--- config.mk ---
export PLATFORM = sky130hd
export DESIGN_NAME = apb_cmd_master
export DESIGN_NICKNAME = d
export VERILOG_FILES = /design/src/rtl/apb_cmd_master.sv
export SDC_FILE = /design/constraint.sdc
export NUM_CORES = 1
export LEC_CHECK = 0
export CORE_AREA = 2 2 124 126
export DETAILED_ROUTE_END_ITERATION = 8
export DIE_AREA = 0 0 126 128
export MAX_ROUTING_LAYER = met4
export PLACE_DENSITY = 0.75
export SLEW_MARGIN = 5
export SYNTH_ARGS = -nofsm -noshare
export SYNTH_HDL_FRONTEND = slang
export SYNTH_SLANG_ARGS = --single-unit
--- constraint.sdc ---
create_clock -name sys_clk -period 4.7 [get_ports sys_clk]
set_input_delay 0.94 -clock sys_clk [delete_from_list [all_inputs] [get_ports sys_clk]]
set_output_delay 0.94 -clock sys_clk [all_outputs]
set_load 0.05 [all_outputs]
--- src/rtl/apb_cmd_master.sv ---
// rtl/apb_cmd_master.sv - command/response to APB bridge with decode, wait states and timeout
//
// Accepts one command at a time, runs a single APB transfer to the slave
// picked by the top SEL_W address bits, and returns one response.
//
// Ports:
//   sys_clk, sys_rst        clock, asynchronous active-high reset
//   cmd_valid/cmd_ready     command handshake (ready only while IDLE)
//   cmd_write/addr/wdata/strb  command payload
//   rsp_valid/rsp_ready     response handshake (held until consumed)
//   rsp_rdata, rsp_err      read data; 00 ok, 01 slave error, 10 timeout, 11 decode error
//   psel, penable, pwrite, paddr, pwdata, pstrb   APB master signals
//   prdata, pready, pslverr per-slave APB return signals, slave i at slice i

module apb_cmd_master #(
   parameter int ADDR_W  = 32,
   parameter int DATA_W  = 32,
   parameter int NUM_SLV = 4,
   parameter int TIMEOUT = 16
) (
   input  logic                      sys_clk,
   input  logic                      sys_rst,
   input  logic                      cmd_valid,
   output logic                      cmd_ready,
   input  logic                      cmd_write,
   input  logic [ADDR_W-1:0]         cmd_addr,
   input  logic [DATA_W-1:0]         cmd_wdata,
   input  logic [DATA_W/8-1:0]       cmd_strb,
   output logic                      rsp_valid,
   input  logic                      rsp_ready,
   output logic [DATA_W-1:0]         rsp_rdata,
   output logic [1:0]                rsp_err,
   output logic [NUM_SLV-1:0]        psel,
   output logic                      penable,
   output logic                      pwrite,
   output logic [ADDR_W-1:0]         paddr,
   output logic [DATA_W-1:0]         pwdata,
   output logic [DATA_W/8-1:0]       pstrb,
   input  logic [NUM_SLV*DATA_W-1:0] prdata,
   input  logic [NUM_SLV-1:0]        pready,
   input  logic [NUM_SLV-1:0]        pslverr
);

   localparam int SEL_W  = (NUM_SLV > 1) ? $clog2(NUM_SLV) : 1;
   localparam int STRB_W = DATA_W / 8;
   localparam int CNT_W  = (TIMEOUT > 1) ? $clog2(TIMEOUT + 1) : 1;

   typedef enum logic [1:0] {
      IDLE   = 2'd0,
      SETUP  = 2'd1,
      ACCESS = 2'd2,
      RESP   = 2'd3
   } state_t;

   state_t            state;
   state_t            state_nxt;
   logic [SEL_W-1:0]  cmd_idx;
   logic [SEL_W-1:0]  sel_idx;
   logic [CNT_W-1:0]  tcnt;
   logic              cmd_ok;
   logic              accept;
   logic              sel_ready;
   logic              sel_err;
   logic [DATA_W-1:0] sel_rdata;
   logic              tmo_hit;

   assign cmd_idx = cmd_addr[ADDR_W-1 -: SEL_W];
   // Non-power-of-two slave counts leave index codes with no slave behind them.
   assign cmd_ok  = (32'(cmd_idx) < 32'(NUM_SLV));
   assign accept  = cmd_valid && cmd_ready;

   // Only the selected slave's return signals are looked at.
   always_comb begin
      sel_ready = 1'b0;
      sel_err   = 1'b0;
      sel_rdata = '0;
      for (int i = 0; i < NUM_SLV; i++) begin
         if (sel_idx == SEL_W'(i)) begin
            sel_ready = pready[i];
            sel_err   = pslverr[i];
            sel_rdata = prdata[i*DATA_W +: DATA_W];
         end
      end
   end

   // Fires on the ACCESS cycle that would be the TIMEOUT-th one without pready.
   assign tmo_hit = (TIMEOUT != 0) && (tcnt == CNT_W'(TIMEOUT - 1));

   // State register
   always_ff @(posedge sys_clk or posedge sys_rst) begin
      if (sys_rst) begin
         state <= IDLE;
      end else begin
         state <= state_nxt;
      end
   end

   // Next-state logic; pready is checked before the timeout so it wins a tie.
   always_comb begin
      state_nxt = state;
      case (state)
         IDLE:    if (accept) state_nxt = cmd_ok ? SETUP : RESP;
         SETUP:   state_nxt = ACCESS;
         ACCESS:  if (sel_ready || tmo_hit) state_nxt = RESP;
         RESP:    if (rsp_ready) state_nxt = IDLE;
         default: state_nxt = IDLE;
      endcase
   end

   // Output logic; cmd_ready is also gated by reset so it is low while reset is held.
   always_comb begin
      psel      = '0;
      penable   = 1'b0;
      cmd_ready = 1'b0;
      rsp_valid = 1'b0;
      case (state)
         IDLE: cmd_ready = !sys_rst;
         SETUP: begin
            for (int i = 0; i < NUM_SLV; i++) psel[i] = (sel_idx == SEL_W'(i));
         end
         ACCESS: begin
            for (int i = 0; i < NUM_SLV; i++) psel[i] = (sel_idx == SEL_W'(i));
            penable = 1'b1;
         end
         RESP: rsp_valid = 1'b1;
         default: ;
      endcase
   end

   // Bus-side registers and response capture
   always_ff @(posedge sys_clk or posedge sys_rst) begin
      if (sys_rst) begin
         paddr     <= '0;
         pwrite    <= 1'b0;
         pwdata    <= '0;
         pstrb     <= '0;
         sel_idx   <= '0;
         rsp_rdata <= '0;
         rsp_err   <= 2'b00;
         tcnt      <= '0;
      end else begin
         case (state)
            IDLE: begin
               if (accept) begin
                  if (cmd_ok) begin
                     paddr   <= cmd_addr;
                     pwrite  <= cmd_write;
                     pwdata  <= cmd_wdata;
                     pstrb   <= cmd_write ? cmd_strb : STRB_W'(0);
                     sel_idx <= cmd_idx;
                  end else begin
                     rsp_rdata <= '0;
                     rsp_err   <= 2'b11;
                  end
               end
            end
            ACCESS: begin
               if (sel_ready) begin
                  rsp_err   <= sel_err ? 2'b01 : 2'b00;
                  rsp_rdata <= (!pwrite && !sel_err) ? sel_rdata : '0;
                  tcnt      <= '0;
               end else if (tmo_hit) begin
                  rsp_err   <= 2'b10;
                  rsp_rdata <= '0;
                  tcnt      <= '0;
               end else if (TIMEOUT != 0) begin
                  tcnt <= tcnt + CNT_W'(1);
               end
            end
            default: ;
         endcase
      end
   end

endmodule

# ---- Yosys cells after proc, flatten, opt, wreduce, memory -nomap -nowiden
# Index checks and enable logic that the tools add are counted.
dict set report op_classes {
  n_eq_ne 10
  n_mux 29
  n_reduce_logical 13
  addsub 1
}
# cell n
set op_table {}
lappend op_table {{32-bit 2-to-1 mux} 7}
lappend op_table {{1-bit 2-to-1 mux} 12}
lappend op_table {{2-bit 2-to-1 mux} 5}
lappend op_table {{5-bit 2-to-1 mux} 2}
lappend op_table {{2-bit == test (second input constant)} 4}
lappend op_table {{4-bit 2-to-1 mux} 2}
lappend op_table {{2-bit one-hot mux with 4 select lines} 1}
lappend op_table {{2-bit != test (second input constant)} 3}
lappend op_table {{5-bit by 1-bit adder with 5-bit output (second input constant)} 1}
lappend op_table {{5-bit by 4-bit == test with 1-bit output (second input constant)} 1}
lappend op_table {{2-bit by 1-bit == test with 1-bit output (second input constant)} 2}
lappend op_table {{2-bit zero test} 2}
lappend op_table {{2-bit AND reduction} 2}
lappend op_table {{1-bit zero test} 3}
lappend op_table {{3-bit AND reduction} 1}
lappend op_table {{1-bit logical AND} 2}
lappend op_table {{2-bit nonzero test} 1}
lappend op_table {{2-bit OR reduction} 1}
lappend op_table {{1-bit logical OR} 1}
dict set report totals {
  reg_bits 112
  wordCells 62
  inputBits 209
}

# ---- Longest topological paths before layout
dict set report depth {
  depth_word 9
  mapped_depth 7
}

# ---- Least setup slack after synthesis
# OpenSTA, ideal clock, no wires.
dict set report synth_timing {
  kind {register to output}
  start {reg, netlist name paddr[31]}
  end {out psel[0]}
  arrival_time_ps 2290
  setup_slack_ps 1470
  path_stages_with_launch 4
  n_path_buf 2
  path_cell_list {dfrtp_1 buf_1 clkbuf_1 nor3b_1}
}
# item line_no
set synth_lines {}
lappend synth_lines {{end: declaration} 33} ;# output logic [NUM_SLV-1:0] psel,

# ---- Final worst setup path
dict set report layout_timing {
  start {in sys_rst}
  end {out cmd_ready}
}
dict set report layout_via {
  elab_chain_cells 2
}
# item line_no
set layout_lines {}
lappend layout_lines {{start: declaration} 22} ;# input logic sys_rst,
lappend layout_lines {{1-bit zero test (no line)} -}
lappend layout_lines {{1-bit 2-to-1 mux} 116} ;# case (state)
lappend layout_lines {{end: declaration} 24} ;# output logic cmd_ready,
# No other way between the ends.

==> results.yml <==
run_status:
  status: "finished, final reports clean"
pwr:
  max-vdd-ir-drop_uv: 337
  clkPwrFrac_pct: 12.0
  switchingPower_mw: 2.91
  p_leak_nw: 3.71
  pwr-share-seq_pct: 25.9
  switching_share_pct: 46.7
  intPower_mw: 3.33
  power_frac_comb_pct: 62.1
  p_per_area_nw_per_um2: 711
  fin_total_pwr_mw: 6.24
cts:
  cts_max_path_buffers: 2
  cts_buffers: 9
  path_clk_slew_ns: 0.07
  post_cts_buffers: 0
  cts_resized: 0
  hold_buffers: 0
  h-tree-depth: 3
  clk_latency_ns: 0.34
  tritoncts: "yes"
  cts-root-buf: "clkbuf_16"
  cts_sinks: 110
yosys:
  netlist_instances: 382
  ys_ff_latch: 110
  seq_area_frac_synth_pct: 54.0
  avgSynthCellArea_um2: 13.3
  syn_nets: 596
  synth_cell_types: 32
  synth_area_um2: 5100
  yosys_warnings: 0
final_layout:
  finalInstanceArea_um2: 8780
  synthToLayoutAreaGrowth_pct: 72.1
  antenna_cells: 0
  fin_nets: 909
  utilization_pct: 59.0
  drive_gt1_share_pct: 17.9
grt:
  antenna_found_initial: 0
  grt-ovfl-total: 0
  grt_pass1_wl_um: 23900
  track_usage_pct: 19.6
  grt_start_max_net_pins: 81
  grt_pass1_vias: 4640
critical_path:
  crit_chain: "clkdlybuf4s50_1, nor2b_1, clkdlybuf4s50_1"
  worst-setup-path-type: "input port to output port"
  cp.required_ns: 3.76
  crit_arrival_ns: 2.36
  crit_fanout: 3
  crit_slowest_cell: "clkdlybuf4s50_1"
  max_stage_delay_ns: 0.81
  path_buf_inv: 2
  cp-end-kind: "output port"
  path_common_cell: "clkdlybuf4s50_1"
  cp_top_family: "buffers and inverters"
  start_kind: "input port"
floorplanning:
  coreArea_um2: 14900
  pin_count: 319
  num_rows: 45
  start_util_pct: 34.3
  die_y_um: 128
  die_x_um: 126
  fp.dieArea_um2: 16100
placed_design:
  dp_hpwl_um: 12500
  port_buffers: 318
  gp_congestion: 0.871
  placed_cell_area_um2: 8480
sta:
  tns_ns: 0
  slew_headroom_pct: 32.4
  setup_violations: 0
  hold_ws_ns: 0.479
  rsz0062_at_grt: "no"
  min_period_ns: 3.30
  period_share_pct: 70.3
  drv_slew: 0
  clock_skew_ns: 0.00624
  fmax_ghz: 0.303
  tightestPinTransition_ns: 1.01
  hold_violations: 0
detailed_routing:
  finalWirelength_um: 15400
  wl_per_cell_um: 17.4
  dr_total_vias: 4238
  post-route-drc-count: 0
  drtIter0Drc: 156
  final_antenna_net_count: 0
  dr.pass1.iters: 4
  viasPerCell: 4.77
flow_run:
  max-cap-violations: 0
min_path:
  hp-class: "register to register"
[metrics by stage]
step | setup slack, ns | instances
floorplan | 0.858 | 382
global placement | 1.39 | 872
detailed placement | 1.39 | 872
CTS | 1.39 | 888
global route | 1.33 | 888
finish | 1.40 | 888
[cell type report]
| class | count | area [um^2] |
|---|---|---|
| Fill cell | 1251 | 6090 |
| Timing Repair Buffer | 325 | 3240 |
| Sequential cell | 110 | 2750 |
| Multi-Input combinational cell | 212 | 2120 |
| Clock buffer | 13 | 250 |
| Tap cell | 188 | 235 |
| Inverter | 37 | 141 |
| Clock inverter | 3 | 45.0 |
[registers in the layout, summed over array words and instances (netlist names)]
name / cells
paddr: 32
pstrb: 4
pwdata: 32
pwrite: 1
rsp_err: 2
rsp_rdata: 32
state: 2
tcnt: 5
[routing by layer]
layer / global-route usage [%] / wire, um / vias to the layer above
li1: - / - / 1966
met1: 21.0 / 5640 / 2036
met2: 35.3 / 8220 / 201
met3: 4.34 / 1110 / 35
met4: 8.14 / 450 / 0
met5: - / 0 / -
[worst min-delay path, stage by stage (launching register included)]
cell and delay, ns:
dfrtp_1 0.34, nand2_1 0.04, o21ai_0 0.06
[path summary, 6_finish.rpt]
kind,startpoint,endpoint,slack [ns],cells after the start
max,sys_rst,cmd_ready,1.40,3
min,rsp_rdata[28],rsp_rdata[28],0.48,2
max reg2reg,paddr[30],rsp_rdata[13],1.73,5
min reg2reg,rsp_rdata[28],rsp_rdata[28],0.48,2
max in group asynchronous,sys_rst,paddr[7],2.66,3
min in group asynchronous,sys_rst,pwdata[11],1.21,2
[cell families after synthesis]
| logic type | Yosys count | share of synthesized area (%) |
|---|---|---|
| flip-flops | 110 | 54.0 |
| AND/OR/NAND/NOR | 58 | 5.13 |
| XOR/XNOR | 1 | 0.172 |
| adder cells (fa/ha/maj) | 5 | 1.23 |
| multiplexers | 101 | 29.9 |
| AO/OA/AOI/OAI | 47 | 5.03 |
| buffers and inverters | 60 | 4.59 |
[power by group through the flow]
stage | Clock (mW) | Sequential [mW] | Combinational (mW)
2_1_floorplan | 0 | 3.03 | 1.16
3_3_place_gp | 0 | 1.60 | 3.86
3_5_place_dp | 0 | 1.64 | 3.91
4_1_cts | 0.778 | 1.62 | 3.92
5_1_grt | 0.820 | 1.67 | 4.06
6_report | 0.751 | 1.62 | 3.87
[synthesized netlist by cell type]
cell,instances,area share [%]
or3b_1,1,0.17
a21boi_0,1,0.15
and3_1,1,0.12
clkbuf_1,15,1.1
mux2i_1,1,0.20
ha_1,5,1.2
buf_1,1,0.074
and4b_1,1,0.20
nand4_1,1,0.12
o22ai_1,1,0.12
mux4_2,34,15
nor3b_1,1,0.15
and2_1,1,0.12
a32o_1,1,0.20
nand2_1,44,3.2
mux2_2,65,14
o21ai_1,1,0.098
nor2b_1,1,0.12
buf_2,7,0.69
nor2_1,3,0.22
o21ai_0,38,3.7
mux2_4,1,0.29
a21oi_1,2,0.20
xnor2_1,1,0.17
dfrtp_1,110,54
nand3b_1,2,0.29
a22o_1,1,0.17
nor2b_4,1,0.27
o32a_1,1,0.20
a31o_2,1,0.17
inv_1,37,2.7
nand3_1,1,0.098
[cell usage in the layout, fill, tap and decap left out, types with 2 or more instances in the layout]
cell / synthesis / routed
a21oi_1: 2 / 2
nand3b_1: 2 / 2
nor2_1: 3 / 3
mux2_2: 65 / 65
nand2_1: 44 / 44
dfrtp_1: 110 / 109
inv_1: 37 / 36
clkbuf_1: 15 / 3
ha_1: 5 / 5
clkbuf_16: 0 / 9
clkdlybuf4s50_1: 0 / 318
o21ai_0: 38 / 38
clkinvlp_4: 0 / 2
mux4_2: 34 / 34
buf_4: 0 / 7
Note: power is estimated with default switching activity, not from simulation.
